===== src/rtl/frame_loader_pkg.sv =====
// frame_loader_pkg: shared constants, state encoding and header validation
// for the frame configuration loader.
//   SYNC_BYTE        marker expected in the top byte of every header
//   *_LSB            bit positions of the header fields
//   state_t          loader FSM states
//   header_ok()      accepts a header word against the column/frame limits
package frame_loader_pkg;
    localparam logic [7:0] SYNC_BYTE = 8'hFA;
    localparam int SYNC_LSB  = 24;
    localparam int COL_LSB   = 16;
    localparam int START_LSB = 8;
    localparam int COUNT_LSB = 0;
    typedef enum logic [2:0] {IDLE, LOAD, STROBE, HOLD, CHECK} state_t;
    // S+N is formed with a spare bit so a large start plus count cannot wrap
    // back into range.
    function automatic logic header_ok(input logic [31:0] w, input int num_cols, input int max_frames);
        logic [7:0] col, s, n;
        col = w[COL_LSB +: 8];
        s   = w[START_LSB +: 8];
        n   = w[COUNT_LSB +: 8];
        return w[SYNC_LSB +: 8] == SYNC_BYTE && int'(col) < num_cols && n != 8'd0
            && int'({1'b0, s} + {1'b0, n}) <= max_frames;
    endfunction
endpackage


===== src/rtl/frame_config_loader_onehot_dec.sv =====
// onehot_dec: binary index to one-hot vector, all zeros when disabled.
//   idx  binary index (must be < W when en is high)
//   en   output enable
//   y    one-hot result
module onehot_dec #(
    parameter int W  = 4,
    parameter int IW = 2
) (
    input  logic [IW-1:0] idx,
    input  logic          en,
    output logic [W-1:0]  y
);
    assign y = en ? W'(1) << idx : '0;
endmodule


===== src/rtl/frame_config_loader.sv =====
// frame_config_loader: turns a header + N word stream into column-select and
// frame-strobe pulses for frame-based configuration latches.
//   UserCLK, reset          clock, synchronous active-high reset
//   s_data/s_valid/s_ready  32-bit input stream
//   FrameData               word presented to the column latches
//   ColSelect               one-hot target column
//   FrameStrobe             one-hot latch-enable pulse
//   busy / done / err       status: not idle, block complete pulse, sticky error
// Build option FRAME_LOADER_CHECKSUM_EN adds a trailer word holding the XOR of
// the header and all data words, checked in the CHECK state.
module frame_config_loader
    import frame_loader_pkg::*;
#(
    parameter int FRAME_BITS = 32,
    parameter int MAX_FRAMES = 20,
    parameter int NUM_COLS   = 16
) (
    input  logic                  UserCLK,
    input  logic                  reset,
    input  logic [31:0]           s_data,
    input  logic                  s_valid,
    output logic                  s_ready,
    output logic [FRAME_BITS-1:0] FrameData,
    output logic [NUM_COLS-1:0]   ColSelect,
    output logic [MAX_FRAMES-1:0] FrameStrobe,
    output logic                  busy,
    output logic                  done,
    output logic                  err
);
    localparam int CW = $clog2(NUM_COLS);
    localparam int FW = $clog2(MAX_FRAMES);
    state_t state, next;
    logic [CW-1:0] col;
    logic [FW-1:0] cur;
    logic [7:0] remaining;
    logic hdr_ok, col_en, stb_en;
`ifdef FRAME_LOADER_CHECKSUM_EN
    logic [31:0] csum;
`endif
    assign hdr_ok = header_ok(s_data, NUM_COLS, MAX_FRAMES);

    always_ff @(posedge UserCLK) begin
        if (reset) state <= IDLE;
        else       state <= next;
    end

    always_comb begin
        next = state;
        case (state)
            IDLE:    next = s_valid && hdr_ok ? LOAD : IDLE;
            LOAD:    next = s_valid ? STROBE : LOAD;
            STROBE:  next = HOLD;
`ifdef FRAME_LOADER_CHECKSUM_EN
            HOLD:    next = remaining == 8'd1 ? CHECK : LOAD;
`else
            HOLD:    next = remaining == 8'd1 ? IDLE : LOAD;
`endif
            CHECK:   next = s_valid ? IDLE : CHECK;
            default: next = IDLE;
        endcase
    end

    // Strobe/hold cycles refuse input so the latched word stays stable
    // around the latch-enable pulse.
    always_comb begin
        s_ready = state == IDLE || state == LOAD || state == CHECK;
        busy    = state != IDLE;
        col_en  = state == LOAD || state == STROBE || state == HOLD;
        stb_en  = state == STROBE;
    end

    always_ff @(posedge UserCLK) begin
        if (reset) begin
            col       <= '0;
            cur       <= '0;
            remaining <= '0;
            FrameData <= '0;
            done      <= 1'b0;
            err       <= 1'b0;
`ifdef FRAME_LOADER_CHECKSUM_EN
            csum      <= '0;
`endif
        end else begin
            done <= 1'b0;
            if (state == IDLE && s_valid) begin
                if (hdr_ok) begin
                    col       <= CW'(s_data[COL_LSB +: 8]);
                    cur       <= FW'(s_data[START_LSB +: 8]);
                    remaining <= s_data[COUNT_LSB +: 8];
                    err       <= 1'b0;
`ifdef FRAME_LOADER_CHECKSUM_EN
                    csum      <= s_data;
`endif
                end else begin
                    err <= 1'b1;
                end
            end
            if (state == LOAD && s_valid) begin
                FrameData <= FRAME_BITS'(s_data);
`ifdef FRAME_LOADER_CHECKSUM_EN
                csum      <= csum ^ s_data;
`endif
            end
            if (state == HOLD) begin
                cur       <= cur + 1'b1;
                remaining <= remaining - 8'd1;
`ifndef FRAME_LOADER_CHECKSUM_EN
                done      <= remaining == 8'd1;
`endif
            end
`ifdef FRAME_LOADER_CHECKSUM_EN
            if (state == CHECK && s_valid) begin
                done <= 1'b1;
                err  <= s_data != csum;
            end
`endif
        end
    end

    onehot_dec #(.W(NUM_COLS), .IW(CW)) u_col_dec (
        .idx (col),
        .en  (col_en),
        .y   (ColSelect)
    );

    onehot_dec #(.W(MAX_FRAMES), .IW(FW)) u_stb_dec (
        .idx (cur),
        .en  (stb_en),
        .y   (FrameStrobe)
    );
endmodule


===== config.mk =====
export PLATFORM = sky130hd
export DESIGN_NAME = frame_config_loader
export DESIGN_NICKNAME = d
export VERILOG_FILES = /design/src/rtl/frame_loader_pkg.sv /design/src/rtl/frame_config_loader_onehot_dec.sv /design/src/rtl/frame_config_loader.sv
export SDC_FILE = /design/constraint.sdc
export NUM_CORES = 1
export LEC_CHECK = 0
export BUFFER_PORTS_ARGS = -buffer_cell sky130_fd_sc_hd__buf_2
export CORE_ASPECT_RATIO = 0.6
export CORE_UTILIZATION = 51
export DETAILED_ROUTE_END_ITERATION = 8
export PLACE_DENSITY = 0.84
export SLEW_MARGIN = 20
export SYNTH_ARGS = -nofsm -noshare
export SYNTH_HDL_FRONTEND = slang
export SYNTH_SLANG_ARGS = --single-unit

===== constraint.sdc =====
create_clock -name UserCLK -period 3.2 [get_ports UserCLK]
set_input_delay 0.16 -clock UserCLK [delete_from_list [all_inputs] [get_ports UserCLK]]
set_output_delay 0.16 -clock UserCLK [all_outputs]
set_load 0.1 [all_outputs]

==> flow_metrics.py <==
metrics = {
    "clock_tree": {
        "clock_latency_ns": 0.31,
        "clk_transition_reported_paths_ns": 0.10,
        "post_cts.resized_instances": 0,
        "clock-sinks": 54,
        "cts_tree": "yes",
        "cts_max_path_buffers": 2,
        "cts-htree-levels": 2,
        "hold_buffers": 0,
        "cts_root_buffer": "clkbuf_8",
        "cts_inserted_buffers": 5,
        "cts_setup_buffers": 0,
    },
    "global_route": {
        "grt_max_degree": 33,
        "grt.total_usage": 0.271,
        "global_route.overflow_total": 0,
        "grt_pass1_vias": 3074,
        "grt_first_pass_wirelength_um": 14600,
        "antenna_found_initial": 1,
    },
    "sta": {
        "final_period_demand_of_the_worst_path_ns": 2.48,
        "slew_headroom": 0.532,
        "setup_total_negative_slack_ns": 0,
        "tightest_slew_ns": 0.702,
        "rsz0062_at_grt": "no",
        "period_share": 0.775,
        "hold_viol_final": 0,
        "worst_hold_slack_ns": 0.0941,
        "setup_viol_count_final": 0,
        "final-max-slew-violation-count": 0,
        "max_freq_mhz": 403,
        "clock_skew_ns": 0.00356,
    },
    "yosys": {
        "synthCells": 417,
        "synth.top_cells.by_count": "81 x nand2_1, 54 x dfxtp_1, 48 x a21oi_1, 38 x nor2_1, 16 x ha_1",
        "postSynth.asyncResetShare": 0,
        "synth.area.top_cells": "dfxtp_1 33%, nand2_1 9.2%, a21oi_1 7.2%",
        "seq_area_frac_synth": 0.326,
        "synth.most_common_cell": "nand2_1",
        "synth-edff-count": 0,
        "synthesis.yosys.warnings": 0,
        "syn_nets": 469,
        "yosys.area.top_type": "dfxtp_1",
        "synthesis.area_um2": 3320,
        "top_flip_flop_cell_by_instance_count_after_synthesis": "dfxtp_1",
        "area_share_of_the_largest_cell_type_after_synthesis": 0.326,
        "synthesis.area_per_instance_um2": 7.96,
        "postSynthRegisterBits": 54,
        "synthDistinctLibCells": 66,
    },
    "power": {
        "switching_power_as_a_share_of_total_power": 0.285,
        "ir_worst_vdd_v": 0.000193,
        "leakage_power_of_the_design_uw": 0.00171,
        "power_switching_uw": 392,
        "pwr-share-seq": 0.490,
        "p_per_area_nw_per_um2": 345,
        "clock_power_share": 0.341,
        "power.share.combinational": 0.169,
        "internal-power_uw": 982,
    },
    "worst_hold_path": {
        "min_from": "s_data[20]",
        "hold_class": "primary input to register",
    },
    "critical_path": {
        "crit_path_start_kind": "primary input",
        "timing.critical_path.from": "s_data[0]",
        "critical_path.endpoint_type": "register",
        "timing.critical_path.fanout_max": 13,
        "startpoint_of_the_most_critical_register_to_register_path": "state[2]$_SDFF_PP0_",
        "crit_type": "primary input to register",
        "r2r_setup_slack_ns": 0.93,
        "worst-endpoint-required_ns": 3.39,
        "timing.critical_path.arrival_ns": 2.67,
    },
    "detailed_routing": {
        "detail_route.vias_per_cell": 5.98,
        "vias_after_detailed_routing": 3562,
        "detailedRoute.firstIterationViolations": 331,
        "routed_wirelength_um": 9420,
        "drt_drc_violations_left": 0,
        "detail_route.wl_per_cell_um": 15.8,
        "ant_nets": 0,
        "detail_route.first_pass.iterations": 5,
    },
    "final_layout": {
        "num-nets-final": 562,
        "area_growth_from_synthesis_to_layout_pct": 19.9,
        "final_layout_fill_cell_count": 554,
        "final_util": 0.643,
        "final_design_area_no_fill_um2": 3980,
        "final_layout_size_suffix_gt1_frac": 0.278,
        "final-instance-count-excl-fill": 596,
    },
    "placed_design": {
        "place.detailed.instances": 587,
        "post_dp_cell_area_um2": 3870,
        "place.port_buffers": 106,
        "final_weighted_congestion_in_routability_driven_placement": 0.938,
        "hpwlAfterDp_um": 7060,
    },
    "run": {
        "max-cap-violations": 0,
    },
    "floorplanning": {
        "placementRows": 22,
        "die_area_um2": 6850,
        "pin_count": 107,
        "die_height_um": 64.5,
        "placeableCoreArea_um2": 6190,
        "die-width_um": 106,
        "initial_core_util": 0.536,
    },
    "status": {
        "run_status": "finished clean",
    },
}
## stage by stage
| step | power [µW] | setup slack (ns) |
|---|---|---|
| 2_1_floorplan | 850 | 0.138 |
| 3_3_place_gp | 904 | 0.503 |
| 3_5_place_dp | 911 | 0.408 |
| 4_1_cts | 1370 | 0.743 |
| 5_1_grt | 1420 | 0.613 |
| 6_report | 1370 | 0.718 |
## routing by layer
| metal | GRT usage | up-vias | part of all wire |
|---|---|---|---|
| met5 | 0 | - | 0 |
| met4 | 0.0747 | 0 | 0.011 |
| met3 | 0.0563 | 17 | 0.10 |
| met2 | 0.407 | 197 | 0.41 |
| met1 | 0.393 | 1656 | 0.47 |
| li1 | - | 1692 | - |
## path summary, 6_finish.rpt
| kind | endpoint | depth (start not counted) |
|---|---|---|
| worst max register to register | cur[1]$_SDFFE_PP0P_ | 6 |
| worst max-delay path | cur[0]$_SDFFE_PP0P_ | 9 |
| worst min-delay path | FrameData[20]$_SDFFE_PP0P_ | 3 |
| worst min register to register | FrameData[11]$_SDFFE_PP0P_ | 2 |
## flip-flops by register name, summed over array words and instances, names as in the netlist
register	count
cur	5
col	4
remaining	8
state	3
FrameData	32
done	1
err	1
## critical path, cell delays in order
cell and delay [ns]:
buf_2 0.12, ha_1 0.23, fa_1 0.42, a21o_1 0.23
a221o_1 0.31, a21oi_2 0.23, mux2_4 0.41, nor3_2 0.39
o211ai_1 0.16
## layout by cell type, fill, tap and decap left out, types with 3 or more instances in the layout
master,n
or3_1,4
o211a_1,3
buf_4,4
a21oi_1,48
clkbuf_8,5
o31ai_1,7
o21ai_0,3
buf_2,106
inv_1,6
nor3_1,15
and2_1,4
a211oi_2,4
and4_1,3
nor2b_1,6
and3_1,11
o211ai_1,4
nand3b_1,4
dfxtp_1,54
a31oi_1,4
nor3b_1,3
a21o_1,3
nand4_1,15
nand2b_1,6
ha_1,16
nor2_1,38
nand2_1,81
## cells by family (layout without fill, tap and decap cells)
family,count (synthesis),count (layout),synth area share
AO/OA/AOI/OAI,99,99,0.211
XOR/XNOR,5,5,0.0211
adder cells (fa/ha/maj),17,17,0.0663
buffers and inverters,30,124,0.0441
flip-flops,54,54,0.326
multiplexers,3,3,0.0117
other,0,1,0
AND/OR/NAND/NOR,209,209,0.320
## area by class of cell
cell class	count	area [µm²]	share of cell area
clock buffers	5	68.8	0.0173
multi-input cells	333	2100	0.527
clock inverters	3	43.8	0.0110
well taps	84	105	0.0264
flip-flops and latches	54	1080	0.272
inverters	6	22.5	0.00566
diodes	1	2.50	0.000629
repair buffers	110	561	0.141
## power groups by stage
stage          combinational, µW  sequential [µW]  clock, µW
2_1_floorplan                155              695          0
4_1_cts                      224              673        473
6_report                     233              673        468
5_1_grt                      245              673        501
3_5_place_dp                 223              688          0
3_3_place_gp                 215              688          0
Note: power is estimated with default switching activity, not from simulation.
